**src/rtl/perf_sampler_if.sv**
```systemverilog
// Port bundle for perf_sampler: CSR access, counter-block SRAM port, sample stream and status.
// slave is the sampler side of the bundle; master is the surrounding CSR file, counter block and trace sink.
interface perf_sampler_if #(
   parameter int unsigned SEQ_W = 16
);
   logic              enable_i;
   logic [31:0]       period_i;
   logic              clear_on_read_i;
   logic              csr_req_i;
   logic [4:0]        csr_addr_i;
   logic              csr_we_i;
   logic [63:0]       csr_wdata_i;
   logic [63:0]       csr_rdata_o;
   logic [4:0]        perf_addr_o;
   logic              perf_we_o;
   logic [63:0]       perf_wdata_o;
   logic [63:0]       perf_rdata_i;
   logic              smp_valid_o;
   logic              smp_ready_i;
   logic [4:0]        smp_addr_o;
   logic [63:0]       smp_data_o;
   logic [SEQ_W-1:0]  smp_seq_o;
   logic              busy_o;
   logic              overrun_o;

   modport slave (
      input  enable_i, period_i, clear_on_read_i,
      input  csr_req_i, csr_addr_i, csr_we_i, csr_wdata_i,
      input  perf_rdata_i, smp_ready_i,
      output csr_rdata_o, perf_addr_o, perf_we_o, perf_wdata_o,
      output smp_valid_o, smp_addr_o, smp_data_o, smp_seq_o, busy_o, overrun_o
   );

   modport master (
      output enable_i, period_i, clear_on_read_i,
      output csr_req_i, csr_addr_i, csr_we_i, csr_wdata_i,
      output perf_rdata_i, smp_ready_i,
      input  csr_rdata_o, perf_addr_o, perf_we_o, perf_wdata_o,
      input  smp_valid_o, smp_addr_o, smp_data_o, smp_seq_o, busy_o, overrun_o
   );
endinterface

```
**src/rtl/perf_sampler.sv**
```systemverilog
// Periodic counter scanner sharing the counter port with CSR (CSR wins); first record T+1 after trigger.
// Backpressure: a full sample FIFO or a CSR access stalls the scan one slot at a time, nothing is dropped.
module perf_sampler #(
   parameter int unsigned NR_COUNTERS = 14,
   parameter int unsigned FIFO_DEPTH  = 4,
   parameter int unsigned SEQ_W       = 16
) (
   input logic           clk_i,
   input logic           rst_ni,
   perf_sampler_if.slave bus
);
   localparam int unsigned AW       = $clog2(FIFO_DEPTH);
   localparam logic [4:0]  LAST_IDX = 5'(NR_COUNTERS - 1);

   typedef struct packed {
      logic [4:0]       addr;
      logic [63:0]      data;
      logic [SEQ_W-1:0] seq;
   } smp_t;

   typedef enum logic {IDLE = 1'b0, SCAN = 1'b1} state_t;

   state_t           state_q, state_d;
   logic [4:0]       idx_q, idx_d;
   logic [SEQ_W-1:0] epoch_q, epoch_d;
   logic             ovr_q, ovr_d;

   logic [31:0]      tmr_q, per_q, eff_period;
   logic             run, trig;

   logic [AW:0]      wr_q, rd_q;
   smp_t             mem_q [FIFO_DEPTH];
   smp_t             head;
   logic             full, empty, push, pop;
   logic             scanning, grant;

   // The period is only re-read at count 0, so a change lands at the next wrap.
   always_comb begin
      eff_period = (tmr_q == 32'd0) ? bus.period_i : per_q;
      run        = bus.enable_i && (eff_period != 32'd0);
      trig       = run && (tmr_q == eff_period - 32'd1);
   end

   always_ff @(posedge clk_i or negedge rst_ni) begin
      if (!rst_ni) begin
         tmr_q <= '0;
         per_q <= '0;
      end else if (!run) begin
         tmr_q <= '0;
         per_q <= '0;
      end else begin
         tmr_q <= trig ? 32'd0 : tmr_q + 32'd1;
         per_q <= eff_period;
      end
   end

   // Slot 0 is taken in the trigger cycle itself to give T+1 latency.
   always_comb begin
      full     = (wr_q[AW] != rd_q[AW]) && (wr_q[AW-1:0] == rd_q[AW-1:0]);
      empty    = (wr_q == rd_q);
      scanning = (state_q == SCAN) || trig;
      grant    = bus.enable_i && scanning && !bus.csr_req_i && !full;
      push     = grant;
      pop      = !empty && bus.smp_ready_i;
   end

   always_comb begin
      state_d = state_q;
      idx_d   = idx_q;
      epoch_d = epoch_q;
      ovr_d   = ovr_q || ((state_q == SCAN) && trig);
      if ((state_q == IDLE) && trig) begin
         state_d = SCAN;
      end
      if (grant) begin
         if (idx_q == LAST_IDX) begin
            idx_d   = '0;
            epoch_d = epoch_q + SEQ_W'(1);
            state_d = IDLE;
         end else begin
            idx_d = idx_q + 5'd1;
         end
      end
      if (!bus.enable_i) begin
         state_d = IDLE;
         idx_d   = '0;
         ovr_d   = 1'b0;
      end
   end

   always_ff @(posedge clk_i or negedge rst_ni) begin
      if (!rst_ni) begin
         state_q <= IDLE;
         idx_q   <= '0;
         epoch_q <= '0;
         ovr_q   <= 1'b0;
      end else begin
         state_q <= state_d;
         idx_q   <= idx_d;
         epoch_q <= epoch_d;
         ovr_q   <= ovr_d;
      end
   end

   always_ff @(posedge clk_i or negedge rst_ni) begin
      if (!rst_ni) begin
         wr_q <= '0;
         rd_q <= '0;
      end else if (!bus.enable_i) begin
         wr_q <= '0;
         rd_q <= '0;
      end else begin
         if (push) wr_q <= wr_q + 1'b1;
         if (pop)  rd_q <= rd_q + 1'b1;
      end
   end

   always_ff @(posedge clk_i) begin
      if (push) mem_q[wr_q[AW-1:0]] <= '{addr: idx_q, data: bus.perf_rdata_i, seq: epoch_q};
   end

   // Stale storage is masked so the record fields read 0 whenever nothing is valid.
   always_comb begin
      head            = mem_q[rd_q[AW-1:0]];
      bus.smp_valid_o = !empty;
      bus.smp_addr_o  = empty ? 5'd0 : head.addr;
      bus.smp_data_o  = empty ? 64'd0 : head.data;
      bus.smp_seq_o   = empty ? '0 : head.seq;
      bus.busy_o      = (state_q == SCAN);
      bus.overrun_o   = ovr_q;
      bus.csr_rdata_o = bus.perf_rdata_i;
   end

   always_comb begin
      bus.perf_addr_o  = '0;
      bus.perf_we_o    = 1'b0;
      bus.perf_wdata_o = '0;
      if (bus.csr_req_i) begin
         bus.perf_addr_o  = bus.csr_addr_i;
         bus.perf_we_o    = bus.csr_we_i;
         bus.perf_wdata_o = bus.csr_wdata_i;
      end else if (grant) begin
         bus.perf_addr_o = idx_q;
         bus.perf_we_o   = bus.clear_on_read_i;
      end
   end
endmodule

```
**src/flat_wrapper.sv**
```systemverilog
// flat-port wrapper written by rule: the top's interface ports become plain ports
module perf_sampler_flat 
#(
   parameter int unsigned NR_COUNTERS = 14,
   parameter int unsigned FIFO_DEPTH  = 4,
   parameter int unsigned SEQ_W       = 16
)
  (clk_i, rst_ni, bus_enable_i, bus_period_i, bus_clear_on_read_i, bus_csr_req_i, bus_csr_addr_i, bus_csr_we_i, bus_csr_wdata_i, bus_perf_rdata_i, bus_smp_ready_i, bus_csr_rdata_o, bus_perf_addr_o, bus_perf_we_o, bus_perf_wdata_o, bus_smp_valid_o, bus_smp_addr_o, bus_smp_data_o, bus_smp_seq_o, bus_busy_o, bus_overrun_o);
  perf_sampler_if #(.SEQ_W(SEQ_W)) bus_i ();
  input logic clk_i;
  input logic rst_ni;
  input wire logic [$bits(bus_i.enable_i)-1:0] bus_enable_i;
  input wire logic [$bits(bus_i.period_i)-1:0] bus_period_i;
  input wire logic [$bits(bus_i.clear_on_read_i)-1:0] bus_clear_on_read_i;
  input wire logic [$bits(bus_i.csr_req_i)-1:0] bus_csr_req_i;
  input wire logic [$bits(bus_i.csr_addr_i)-1:0] bus_csr_addr_i;
  input wire logic [$bits(bus_i.csr_we_i)-1:0] bus_csr_we_i;
  input wire logic [$bits(bus_i.csr_wdata_i)-1:0] bus_csr_wdata_i;
  input wire logic [$bits(bus_i.perf_rdata_i)-1:0] bus_perf_rdata_i;
  input wire logic [$bits(bus_i.smp_ready_i)-1:0] bus_smp_ready_i;
  output wire logic [$bits(bus_i.csr_rdata_o)-1:0] bus_csr_rdata_o;
  output wire logic [$bits(bus_i.perf_addr_o)-1:0] bus_perf_addr_o;
  output wire logic [$bits(bus_i.perf_we_o)-1:0] bus_perf_we_o;
  output wire logic [$bits(bus_i.perf_wdata_o)-1:0] bus_perf_wdata_o;
  output wire logic [$bits(bus_i.smp_valid_o)-1:0] bus_smp_valid_o;
  output wire logic [$bits(bus_i.smp_addr_o)-1:0] bus_smp_addr_o;
  output wire logic [$bits(bus_i.smp_data_o)-1:0] bus_smp_data_o;
  output wire logic [$bits(bus_i.smp_seq_o)-1:0] bus_smp_seq_o;
  output wire logic [$bits(bus_i.busy_o)-1:0] bus_busy_o;
  output wire logic [$bits(bus_i.overrun_o)-1:0] bus_overrun_o;
  assign bus_i.enable_i = bus_enable_i;
  assign bus_i.period_i = bus_period_i;
  assign bus_i.clear_on_read_i = bus_clear_on_read_i;
  assign bus_i.csr_req_i = bus_csr_req_i;
  assign bus_i.csr_addr_i = bus_csr_addr_i;
  assign bus_i.csr_we_i = bus_csr_we_i;
  assign bus_i.csr_wdata_i = bus_csr_wdata_i;
  assign bus_i.perf_rdata_i = bus_perf_rdata_i;
  assign bus_i.smp_ready_i = bus_smp_ready_i;
  assign bus_csr_rdata_o = bus_i.csr_rdata_o;
  assign bus_perf_addr_o = bus_i.perf_addr_o;
  assign bus_perf_we_o = bus_i.perf_we_o;
  assign bus_perf_wdata_o = bus_i.perf_wdata_o;
  assign bus_smp_valid_o = bus_i.smp_valid_o;
  assign bus_smp_addr_o = bus_i.smp_addr_o;
  assign bus_smp_data_o = bus_i.smp_data_o;
  assign bus_smp_seq_o = bus_i.smp_seq_o;
  assign bus_busy_o = bus_i.busy_o;
  assign bus_overrun_o = bus_i.overrun_o;
  perf_sampler #(.NR_COUNTERS(NR_COUNTERS), .FIFO_DEPTH(FIFO_DEPTH), .SEQ_W(SEQ_W)) u_core (.clk_i(clk_i), .rst_ni(rst_ni), .bus(bus_i));
endmodule
```
**config.mk**
```make
export PLATFORM = sky130hd
export DESIGN_NAME = perf_sampler_flat
export DESIGN_NICKNAME = d
export VERILOG_FILES = /design/src/rtl/perf_sampler_if.sv /design/src/rtl/perf_sampler.sv /design/src/flat_wrapper.sv
export SDC_FILE = /design/constraint.sdc
export NUM_CORES = 1
export LEC_CHECK = 0
export ABC_AREA = 1
export CAP_MARGIN = 20
export CORE_MARGIN = 4
export CORE_UTILIZATION = 40
export DETAILED_ROUTE_END_ITERATION = 7
export DONT_BUFFER_PORTS = 1
export SKIP_LAST_GASP = 1
export SLEW_MARGIN = 20
export SYNTH_ARGS = -nofsm -noshare
export SYNTH_HDL_FRONTEND = slang
export SYNTH_SLANG_ARGS = --single-unit
```
**constraint.sdc**
```tcl
create_clock -name clk_i -period 9.65 [get_ports clk_i]
set_clock_uncertainty 0.2 [all_clocks]
set_input_delay 0.965 -clock clk_i [delete_from_list [all_inputs] [get_ports clk_i]]
set_output_delay 0.965 -clock clk_i [all_outputs]
set_load 0.02 [all_outputs]
```
Word level (Yosys, flattened, before mapping)
Memory sizes are Yosys's and may differ from the RTL's.
Cells that the tools add are included.
W data, S select, Z words.

storage, ports and cells
  register bits after elaboration = 93
  logic and storage cells = 66
  bits in read-only memories = 0
  bits in writable memories = 340
  bits in latches = 0
  input port bits = 172
  memories = 1

operators by class
  equal/unequal tests = 7
  bitwise gates (word level) = 1
  reduce and logical (&&, ||, !) cells = 17
  magnitude comparators = 0
  divide/modulo/power cells = 0
  muxes and demuxes = 26
  shifts and indexed selects = 0
  $add $sub $neg = 6
  multiply operators = 0

memories
  memory        words  bits a word  read ports  clocked after Yosys merged registers in  write ports  RTL line            source
  u_core.mem_q  4      85           1           0                                        1            perf_sampler.sv:32  smp_t mem_q [FIFO_DEPTH];

operators by type and width
  kind                     count
  $mux W32                 4
  $mux W64                 2
  $add A32 B1 Y32 const B  1
  $eq A32 B32 Y1           1
  $logic_not A32 Y1        1
  $reduce_bool A32 Y1      1
  $sub A32 B1 Y32 const B  1
  $mux W5                  6
  $add A16 B1 Y16 const B  1
  $mux W16                 1
  $mux W3                  4
  $logic_and A1 B1 Y1      9
  $mux W1                  9
  $add A3 B1 Y3 const B    2
  $add A5 B1 Y5 const B    1
  $eq A5 B4 Y1 const B     1
  $ne A2 B1 Y1 const B     2
  $eq A3 B3 Y1             1
  $logic_not A1 Y1         3
  $eq A2 B2 Y1             1
  $logic_or A1 B1 Y1       2
  $reduce_and A2 Y1        1
  $ne A1 B1 Y1             1
  $not A1 Y1               1

Depth between registers and ports, before layout
  depth after elaboration = 11
  mapped depth = 29
  depth with buffers taken out = 27

Least setup slack after synthesis
No wires, ideal clock.

  kind = register to register
  from = reg u_core.tmr_q[0]
  to = mem u_core.mem_q[0][0] in the netlist's numbering (enable)
  cell stages (with the launch flop) = 25
  setup time = 530 ps
  setup slack = 2,364 ps
  required time = 8,920 ps
  arrival time = 6,555 ps
  path through = dfrtp_1 > inv_1 > ha_1 > nand2_1 > nor2_1 > nand2_1 > nor2_4 > nand3b_1 > nand2_1 > ha_1 > nand3_4 > nor2_8 > nand2_2 > nor2_4 > nand2_1 > nand2_1 > nand2_1 > nor2_1 > nand2_1 > nor2_1 > nand3_2 > o21bai_4 > nand3_2 > buf_6 > nor2_1

between the ends
  cells in the longest elaborated chain, start to end = 11
  elaborated cells on any way between the ends = 13
  classes of those cells = 1 x add/sub; 1 x eq/ne; 3 x mux; 8 x reduce/logical

RTL lines
  element                                                 RTL line                                source
  from (decl)                                             perf_sampler.sv:28                      logic [31:0] tmr_q, per_q, eff_period;
  from (signal assigned)                                  perf_sampler.sv:52                      tmr_q <= trig ? 32'd0 : tmr_q + 32'd1;
  $logic_not A32 Y1                                       perf_sampler.sv:39                      eff_period = (tmr_q == 32'd0) ? bus.period_i : per_q;
  $mux W32                                                perf_sampler.sv:39
  $sub A32 B1 Y32 or $reduce_bool A32 Y1 (tied branches)  perf_sampler.sv:41, perf_sampler.sv:40
  $eq A32 B32 Y1 or $logic_and A1 B1 Y1 (tied branches)   perf_sampler.sv:41, perf_sampler.sv:40
  $logic_and A1 B1 Y1 (*)                                 perf_sampler.sv:41                      trig = run && (tmr_q == eff_period - 32'd1);
  $logic_or A1 B1 Y1 (*)                                  perf_sampler.sv:61                      scanning = (state_q == SCAN) || trig;
  $logic_and A1 B1 Y1 (*) (3 in a row)                    perf_sampler.sv:62                      grant = bus.enable_i && scanning && !bus.csr_req_i && !full;
  $mux W1 (*)                                             perf_sampler.sv:119                     if (push) mem_q[wr_q[AW-1:0]] <= '{addr: idx_q, data: bus.perf_rdata_i, seq: epoch_q};
  $mux W1 (not written as such) (*)                       perf_sampler.sv:119
  to (decl)                                               perf_sampler.sv:32

Every way passes the cells marked *; elsewhere a longest branch is shown, timed or not.

Worst setup path after layout
  from = reg u_core.tmr_q[0]
  to = out bus_perf_addr_o[1]

between the ends
  cells in the longest elaborated chain, start to end = 11
  elaborated cells on any way between the ends = 13
  classes of those cells = 1 x add/sub; 1 x eq/ne; 3 x mux; 8 x reduce/logical

RTL lines
  element                                                 RTL line                                source
  $logic_not A32 Y1                                       perf_sampler.sv:39
  $mux W32                                                perf_sampler.sv:39
  $sub A32 B1 Y32 or $reduce_bool A32 Y1 (tied branches)  perf_sampler.sv:41, perf_sampler.sv:40
  $eq A32 B32 Y1 or $logic_and A1 B1 Y1 (tied branches)   perf_sampler.sv:41, perf_sampler.sv:40
  $logic_and A1 B1 Y1 (*)                                 perf_sampler.sv:41
  $logic_or A1 B1 Y1 (*)                                  perf_sampler.sv:61
  $logic_and A1 B1 Y1 (*) (3 in a row)                    perf_sampler.sv:62
  $mux W5 (*)                                             perf_sampler.sv:142                     end else if (grant) begin
  $mux W5 (*)                                             perf_sampler.sv:138                     if (bus.csr_req_i) begin
  to (decl)                                               flat_wrapper.sv:22                      output wire logic [$bits(bus_i.perf_addr_o)-1:0] bus_perf_addr_o;

Marked as above.

==> qor.yml <==
outcome: "finished clean"
grt_use_total: 0.197
cts_sinks: 433
p_sw_frac: 0.243
multi_input_area_sq_mm: 0.00723
drv_cap: 0
syn_to_final_growth_pct: 7.77
io-pin-count: 394
die_w_microns: 241
die_area_sq_mm: 0.0582
wire_per_inst_microns: 19.7
synth-edff-count: 340
crit_path_max_fanout: 33
cts_tree: "done"
drive_gt1_frac: 0.0769
relSlewSlack: 0.331
cts_buffers: 47
fillCellCount: 5142
clk_path_buf_depth: 3
synthFlopType: "edfxtp_1"
hold_ws_ns: 0.0916
place_hpwl_mm: 39.5
synth_top_area_cell: "edfxtp_1"
seq_area_frac_synth: 0.576
fin_setup_tns_ns: 0
cts_hold_buf: 1
hold_viol_final: 0
clock_power_share: 0.434
num_vias: 15700
totalWireLength_mm: 58.6
clkLatencyLatePin_ns: 0.59
grt_max_degree: 95
synth_top_area_share: 0.469
path_clk_slew_ns: 0.06
yosys-top-cells-count: "499 x nand2_1, 419 x nor2_1, 340 x edfxtp_1"
fin_crit_ns: 7.04
drt_iter0_markers: 1035
dpl-instance-area_sq_mm: 0.0218
drcViolationCount: 0
ys_ff_latch: 433
ant_nets: 0
cp.required_ns: 8.49
io_buffers: 0
power.leakage_nw: 10.1
rows: 85
tightest_slew_ns: 1.00
grt.overflow.total: 0
start_kind: "register"
pre_cts_ws_ns: 3.24
die_h_microns: 241
synth_most_common_cell: "nand2_1"
worst_slack_ns: 2.61
antenna_found_initial: 5
cp-end-kind: "output port"
gp_congestion: 0.949
rsz0062_at_grt: "false"
fin_area_sq_mm: 0.0235
hold_class: "input port to async pin"
cts_resized: 0
critical_path_class: "register to output port"
drtPass1Iterations: 5
coreArea_sq_mm: 0.0538
synth_warnings: 0
intPower_mw: 3.22
grt_pass1_wl_mm: 89.4
ff_latch_area_sq_mm: 0.0125
start_util: 0.405
maxSlewViolCount: 0
vdd_ir_drop_max_v: 0.000165
fin_nets: 2421
synthArstFlopShare: 0.215
syn_area_sq_mm: 0.0218
p_switching_mw: 1.03
final-setup-viol-count: 0
finalPower_mw: 4.25
arrival_ns: 5.87
root_buffer: "clkbuf_16"
grt_pass1_vias: 15400
pwr-share-seq: 0.480
synth_cells: 2342
post_cts.repair.setup_buffers: 0
min_period_over_period: 0.729
synth_cell_types: 42
synthesis.nets: 2525
powerDensity_mw_per_mm2: 181
via_per_inst: 5.29
htree_num_levels: 2
avgSynthCellArea_sq_um: 9.30
fmax_ghz: 0.142
combinationalPowerShare: 0.086
synth.area.top_cells: "edfxtp_1 47%, dfrtp_1 11%, nand2_1 8.6%"
## power groups by stage
stage               logic [mW]  clock network [mW]  registers (mW)
finish                   0.363                1.85            2.04
global route             0.405                1.98            2.04
detailed placement       0.351                   0            2.08
floorplan                0.310                   0            2.07
global placement         0.354                   0            2.08
CTS                      0.362                1.89            2.04
## final timing paths
check                      cells past startpoint  slack (ns)                             to                       start
max in group asynchronous                      1        8.68     u_core.rd_q[1]$_DFFE_PN0P_                      rst_ni
min in group clk_i                             0        0.26  u_core.mem_q[0][30]$_DFFE_PP_        bus_perf_rdata_i[14]
min reg2reg                                    1        0.30     u_core.rd_q[2]$_DFFE_PN0P_  u_core.rd_q[2]$_DFFE_PN0P_
max reg2reg                                   24        3.75  u_core.mem_q[2][40]$_DFFE_PP_   u_core.tmr_q[0]$_DFF_PN0_
max                                           23        2.61             bus_perf_addr_o[1]   u_core.tmr_q[0]$_DFF_PN0_
min                                            1        0.09      u_core.per_q[7]$_DFF_PN0_                      rst_ni
## worst max-delay path: stages (launching register included)
cell and delay, ns:
dfrtp_1 0.39, inv_1 0.12, ha_1 0.21, nand2_1 0.07
nor2_1 0.10, nand2_1 0.10, nor2_4 0.49, nand2_2 0.60
nand2_1 0.19, nand2_1 0.14, ha_1 0.29, nand3_4 0.15
nor2_8 0.06, nand2_4 0.14, nand2_1 0.06, nand3_1 0.13
nand2_1 0.06, nor2_1 0.10, nand2_1 0.05, nor2_1 0.18
nand3_2 0.16, o21bai_4 0.22, nand3_2 0.39, o21ai_0 0.87
## stage by stage
step	instances	util
floorplan	2342	-
global placement	2884	0.405
detailed placement	2884	0.405
CTS	2973	0.436
global route	2976	0.436
finish	2976	0.436
## cells by family after synthesis
group | synth area share
buffers and inverters | 0.0940
XOR/XNOR | 0.0221
adder cells (fa/ha/maj) | 0.00632
AO/OA/AOI/OAI | 0.0699
flip-flops | 0.576
AND/OR/NAND/NOR | 0.232
## flip-flops by register name, indices dropped and copies added, names as in the netlist
| signal | cells |
|---|---|
| u_core.idx_q | 5 |
| u_core.tmr_q | 32 |
| u_core.bus.overrun_o | 1 |
| u_core.rd_q | 3 |
| u_core.wr_q | 3 |
| u_core.bus.busy_o | 1 |
| u_core.epoch_q | 16 |
| u_core.per_q | 32 |
| u_core.mem_q | 340 |
## layer usage
metal	wire length, microns	track usage	part of all wire	up-vias
li1	-	-	-	7451
met1	24800	0.257	0.42	7576
met2	28300	0.335	0.48	607
met3	3950	0.0387	0.067	102
met4	1590	0.0638	0.027	0
met5	0	0	0	-
## layout by cell type (no fill, tap or decap), drive strengths merged
cell and count:
ha 11, o211a 1, nor4b 2, nand3b 21
and2 1, bufinv 4, a21oi 17, buf 16
diode 3, nor4 8, clkinv 20, and3 2
a21o 5, or2 2, o31ai 1, clkinvlp 2
o32ai 85, clkbuf 64, xnor2 13, inv 279
nand3 79, o21ai 114, xor2 42, o21bai 7
nand4 40, nor2 446, edfxtp 340, dfrtp 93
nand2 531, nor3 31
## layout make-up
type                            count  share of cell area
Timing Repair Buffer               16             0.00597
Antenna cell                        3            0.000320
Inverter                          281              0.0452
Clock inverter                     24              0.0116
Sequential cell                   433               0.534
Multi-Input combinational cell   1459               0.308
Tap cell                          696              0.0371
Clock buffer                       64              0.0573
Power figures use the tool's default switching activity.
